File: src/rtl/bip_control_unit_pkg.sv
// Shared BIP control-unit definitions: instruction format, opcodes, FSM state codes.
// Pure constants, no latency; no flow control.
package bip_control_unit_pkg;

    localparam int INSTR_BITS = 16;

    localparam logic [4:0] OP_HLT  = 5'b00000;
    localparam logic [4:0] OP_STO  = 5'b00001;
    localparam logic [4:0] OP_LD   = 5'b00010;
    localparam logic [4:0] OP_LDI  = 5'b00011;
    localparam logic [4:0] OP_ADD  = 5'b00100;
    localparam logic [4:0] OP_ADDI = 5'b00101;
    localparam logic [4:0] OP_SUB  = 5'b00110;
    localparam logic [4:0] OP_SUBI = 5'b00111;

    localparam logic [2:0] ST_IDLE   = 3'd0;
    localparam logic [2:0] ST_FETCH  = 3'd1;
    localparam logic [2:0] ST_DECODE = 3'd2;
    localparam logic [2:0] ST_EXEC   = 3'd3;
    localparam logic [2:0] ST_HALT   = 3'd4;

    localparam logic [1:0] SEL_A_MEM = 2'd0;
    localparam logic [1:0] SEL_A_IMM = 2'd1;
    localparam logic [1:0] SEL_A_ALU = 2'd2;

endpackage

File: src/rtl/bip_control_unit_decoder.sv
// Opcode to datapath control bundle; unknown opcodes decode as NOP.
// Purely combinational, zero latency; no flow control.
module bip_instruction_decoder
    import bip_control_unit_pkg::*;
#(
    parameter int OPCODE_BITS = 5
) (
    input  logic [OPCODE_BITS-1:0] opcode,
    output logic [1:0]             sel_a,
    output logic                   sel_b,
    output logic                   operation,
    output logic                   wr_acc,
    output logic                   wr_ram,
    output logic                   rd_ram,
    output logic                   is_halt
);

    always_comb begin
        sel_a     = SEL_A_MEM;
        sel_b     = 1'b0;
        operation = 1'b0;
        wr_acc    = 1'b0;
        wr_ram    = 1'b0;
        rd_ram    = 1'b0;
        is_halt   = 1'b0;
        case (opcode)
            OP_HLT:  is_halt = 1'b1;
            OP_STO:  wr_ram  = 1'b1;
            OP_LD: begin
                wr_acc = 1'b1;
                rd_ram = 1'b1;
            end
            OP_LDI: begin
                sel_a  = SEL_A_IMM;
                sel_b  = 1'b1;
                wr_acc = 1'b1;
            end
            OP_ADD: begin
                sel_a  = SEL_A_ALU;
                wr_acc = 1'b1;
                rd_ram = 1'b1;
            end
            OP_ADDI: begin
                sel_a  = SEL_A_ALU;
                sel_b  = 1'b1;
                wr_acc = 1'b1;
            end
            OP_SUB: begin
                sel_a     = SEL_A_ALU;
                operation = 1'b1;
                wr_acc    = 1'b1;
                rd_ram    = 1'b1;
            end
            OP_SUBI: begin
                sel_a     = SEL_A_ALU;
                sel_b     = 1'b1;
                operation = 1'b1;
                wr_acc    = 1'b1;
            end
            default: ;
        endcase
    end

endmodule

File: src/rtl/bip_control_unit.sv
// BIP control unit: fetch/decode/exec sequencer driving the accumulator datapath and data RAM.
// 3 clk per instruction (program memory read takes 1 clk); HALT waits for i_start, no backpressure.
module bip_control_unit
    import bip_control_unit_pkg::*;
#(
    parameter int PC_BITS      = 11,
    parameter int ADDRESS_BITS = 11,
    parameter int OPCODE_BITS  = 5,
    parameter int COUNT_BITS   = 32
) (
    input  logic                    clk,
    input  logic                    rst,
    input  logic                    i_start,
    input  logic [INSTR_BITS-1:0]   i_instruction,
    output logic [PC_BITS-1:0]      o_pc,
    output logic [ADDRESS_BITS-1:0] o_operand,
    output logic [1:0]              o_sel_a,
    output logic                    o_sel_b,
    output logic                    o_write_acc,
    output logic                    o_operation,
    output logic                    o_wr_ram,
    output logic                    o_rd_ram,
    output logic                    o_halted,
    output logic [COUNT_BITS-1:0]   o_cycle_count
);

    localparam logic [PC_BITS-1:0]    PC_ONE  = PC_BITS'(1);
    localparam logic [COUNT_BITS-1:0] CNT_ONE = COUNT_BITS'(1);

    logic [2:0]              state;
    logic [PC_BITS-1:0]      pc;
    logic [INSTR_BITS-1:0]   ir;
    logic [COUNT_BITS-1:0]   count;

    logic [INSTR_BITS-1:0]   dec_instr;
    logic [1:0]              dec_sel_a;
    logic                    dec_sel_b;
    logic                    dec_operation;
    logic                    dec_wr_acc;
    logic                    dec_wr_ram;
    logic                    dec_rd_ram;
    logic                    dec_is_halt;
    logic                    in_decode_exec;
    logic                    in_exec;
    logic                    counting;

    // IR only lands at the end of DECODE, so during DECODE the freshly read
    // word is decoded directly; EXEC always uses the registered copy.
    assign dec_instr      = (state == ST_EXEC) ? ir : i_instruction;
    assign in_decode_exec = (state == ST_DECODE) || (state == ST_EXEC);
    assign in_exec        = (state == ST_EXEC);
    assign counting       = (state == ST_FETCH) || in_decode_exec;

    bip_instruction_decoder #(
        .OPCODE_BITS (OPCODE_BITS)
    ) u_decoder (
        .opcode    (dec_instr[ADDRESS_BITS +: OPCODE_BITS]),
        .sel_a     (dec_sel_a),
        .sel_b     (dec_sel_b),
        .operation (dec_operation),
        .wr_acc    (dec_wr_acc),
        .wr_ram    (dec_wr_ram),
        .rd_ram    (dec_rd_ram),
        .is_halt   (dec_is_halt)
    );

    always_ff @(posedge clk or posedge rst) begin
        if (rst) begin
            state <= ST_IDLE;
            pc    <= '0;
            ir    <= '0;
            count <= '0;
        end else begin
            if (counting && (count != '1)) begin
                count <= count + CNT_ONE;
            end
            case (state)
                ST_IDLE: begin
                    if (i_start) begin
                        pc    <= '0;
                        count <= '0;
                        state <= ST_FETCH;
                    end
                end
                ST_FETCH:  state <= ST_DECODE;
                ST_DECODE: begin
                    ir    <= i_instruction;
                    state <= ST_EXEC;
                end
                ST_EXEC: begin
                    pc    <= pc + PC_ONE;
                    state <= dec_is_halt ? ST_HALT : ST_FETCH;
                end
                ST_HALT: begin
                    if (i_start) begin
                        pc    <= '0;
                        count <= '0;
                        state <= ST_FETCH;
                    end
                end
                default: state <= ST_IDLE;
            endcase
        end
    end

    assign o_pc          = pc;
    assign o_operand     = in_decode_exec ? dec_instr[ADDRESS_BITS-1:0] : '0;
    assign o_sel_a       = in_decode_exec ? dec_sel_a : SEL_A_MEM;
    assign o_sel_b       = in_decode_exec & dec_sel_b;
    assign o_operation   = in_decode_exec & dec_operation;
    assign o_rd_ram      = in_decode_exec & dec_rd_ram;
    assign o_write_acc   = in_exec & dec_wr_acc;
    assign o_wr_ram      = in_exec & dec_wr_ram;
    assign o_halted      = (state == ST_HALT);
    assign o_cycle_count = count;

endmodule

File: config.mk
export PLATFORM = sky130hd
export DESIGN_NAME = bip_control_unit
export DESIGN_NICKNAME = d
export VERILOG_FILES = /design/src/rtl/bip_control_unit_pkg.sv /design/src/rtl/bip_control_unit_decoder.sv /design/src/rtl/bip_control_unit.sv
export SDC_FILE = /design/constraint.sdc
export NUM_CORES = 1
export LEC_CHECK = 0
export BUFFER_PORTS_ARGS = -buffer_cell sky130_fd_sc_hd__buf_2
export CORE_ASPECT_RATIO = 1.4
export CORE_MARGIN = 10
export CORE_UTILIZATION = 48
export DETAILED_ROUTE_END_ITERATION = 10
export PLACE_DENSITY = 0.74
export SLEW_MARGIN = 20
export SYNTH_ARGS = -nofsm -noshare
export SYNTH_HDL_FRONTEND = slang
export SYNTH_SLANG_ARGS = --single-unit
File: constraint.sdc
create_clock -name clk -period 2.1 [get_ports clk]
set_input_delay 0.63 -clock clk [delete_from_list [all_inputs] [get_ports clk]]
set_output_delay 0.63 -clock clk [all_outputs]
set_load 0.02 [all_outputs]
==> impl_metrics.json <==
{
  "grt_overflow": 0,
  "reg2reg_slack_ns": -0.03,
  "drc": 0,
  "place_congestion": 0.8557,
  "layout_commonest_cell": "buf_4",
  "peakVddDrop_mv": 1.004,
  "cp_data_required_time_ns": 1.47,
  "power_density_nw_per_um2": 1229,
  "drive_gt1_frac": 0.4847,
  "core_area_um2": 6892,
  "clock-sinks": 62,
  "clkTransAtPathRegs_ns": 0.07,
  "start_util": 0.4860,
  "drt_first_pass_iters": 4,
  "synth.top_cell.area_share": 0.4632,
  "diodes": 0,
  "clock_skew_ns": 0.006479,
  "p_total_mw": 6.345,
  "startpoint_type": "flip-flop",
  "grt_pass1_vias": 3525,
  "maxSlewViolCount": 0,
  "die_width_um": 90.60,
  "routed_via_density": 5.675,
  "cts_tree": "yes",
  "hold_path_class": "in -> async",
  "slew_headroom": 0.6697,
  "synth_ff_type": "dfrtp_1",
  "syn_to_final_growth_pct": 54.17,
  "ant_nets": 0,
  "vias": 3513,
  "syn_area_per_cell_um2": 9.489,
  "cts_made_buffers": 9,
  "layout_setup_ws_ns": -0.3801,
  "cp-end-kind": "primary output",
  "tns_ns": -3.285,
  "first_iter_violations": 193,
  "finalSetupViolations": 21,
  "n_fill_cell": 483,
  "boundaryPins": 81,
  "clock_path_buffers": 2,
  "portBuffers": 80,
  "hpwlAfterDp_um": 7098,
  "cts_hold_buf": 0,
  "async_flop_share": 1.000,
  "yosysTopAreaCell": "dfrtp_1",
  "period_minus_slack_ns": 2.480,
  "path_max_fanout": 3,
  "wl_per_cell_um": 17.77,
  "worstReg2RegStart": "state[2]",
  "synth_cell_types": 49,
  "fin_crit_sh": 1.181,
  "fp-row-count": 36,
  "cts_root_buf": "clkbuf_8",
  "place_ws_ns": -0.1370,
  "synth_cells": 353,
  "layout_common_cells": "83 x buf_4, 62 x buf_2, 51 x dfrtp_1",
  "antenna_found_initial": 0,
  "critical_path_arrival_ns": 1.85,
  "grt_first_pass_wirelength_um": 16840,
  "yosys_warnings": 0,
  "synthesis.nets": 374,
  "die_h_um": 118.8,
  "tightest_slew_ns": 0.4925,
  "rsz0062_at_grt": "true",
  "clock.fmax_mhz": 403.2,
  "place_area_um2": 4397,
  "crit_start": "state[2]",
  "dieArea_um2": 10770,
  "synth_seq_area_share": 0.4632,
  "status": "finished with violations",
  "grt_usage": 0.1879,
  "clk_latency_ns": 0.36,
  "synth_area_leaders": "dfrtp_1 46%, mux2_2 5.0%, nor2_1 4.0%, mux2i_1 3.6%, or3_1 3.4%",
  "cap_violations": 0,
  "syn_area_um2": 3349,
  "worstSetupPathType": "reg -> out",
  "violations": "setup timing",
  "synth-edff-count": 0,
  "wl_um": 11000,
  "final_area_um2": 5164,
  "hold_viol": 0,
  "synth_seq_cells": 62,
  "nNetsFinal": 540,
  "htreeDepth": 3,
  "grt_start_max_net_pins": 63,
  "power.leakage_nw": 2.415
}
## final cells by class
| type | instances | area, um2 | area share |
|---|---|---|---|
| sequential | 62 | 1565 | 0.3031 |
| timing repair buffer | 171 | 1261 | 0.2442 |
| clock inverter | 3 | 65.06 | 0.01260 |
| inverter | 5 | 22.52 | 0.004362 |
| multi-input combinational | 270 | 1962 | 0.3799 |
| clock buffer | 13 | 168.9 | 0.03271 |
| tap | 95 | 118.9 | 0.02302 |
## worst max-delay path, cell delays in order, from the launching register on
cell	delay [ns]
dfrtp_1	0.39
nand3b_1	0.24
nor3b_2	0.22
a31oi_1	0.07
buf_4	0.16
a2111oi_4	0.21
buf_4	0.20
## registers in the layout (all words and copies together) (netlist names)
register	flops
ir	16
o_cycle_count	32
o_pc	11
state	3
## cells in the mapped netlist (all sizes together) (6+ instances only)
master / n
dfrtp: 62
nor2: 36
nand2: 28
a21oi: 22
nand3: 21
o21ai: 20
or3: 18
mux2: 15
clkbuf: 14
mux2i: 12
o31ai: 10
nand4: 8
or4: 8
and3: 6
and4: 6
xnor2: 6
xor2: 6
## final timing paths
check                                     to  cells after the start
setup / recovery                  o_sel_a[0]                      6
hold / removal                         ir[5]                      3
setup reg to reg                    state[0]                      7
hold reg to reg                        ir[4]                      1
max in group asynchronous  o_cycle_count[14]                      3
min in group clk                       ir[5]                      2
## kinds of logic after synthesis
family / after synthesis / synth area share
buffers and inverters: 21 / 0.02391
xor gates and xnor gates: 12 / 0.03138
and+or+nand+nor: 154 / 0.2443
AOI/OAI and AO/OA: 75 / 0.1434
adders and majority gates: 2 / 0.007470
DFF: 62 / 0.4632
muxes: 27 / 0.08629
## metal layers
layer | routed length [um] | up-vias | track usage
met2 | 5924 | 112 | 0.3250
met4 | 263 | 0 | 0.09581
li1 | - | 1649 | -
met1 | 4203 | 1734 | 0.2082
met5 | 0 | - | 0
met3 | 608 | 18 | 0.04777
## report_power, final
group          internal, mW  switching [mW]  total [mW]
Clock                 0.764           0.488        1.25
Sequential             1.49           0.231        1.72
Combinational          1.63            1.73        3.37
## through the flow
stage               utilization  instances  hold WS, ns
floorplan                     -        353       0.4643
global placement         0.6380        576       0.4894
detailed placement       0.6380        576       0.5008
CTS                      0.7037        605       0.3642
global route             0.7493        619       0.3868
finish                   0.7493        619       0.3521
## what timing repair did
action / in CTS / in global routing
buffers inserted: 13 / 16
resized for setup: 38 / 47
pin swaps: 5 / 15
setup endpoints to repair: 23 / 28
Power figures use the tool's default switching activity.
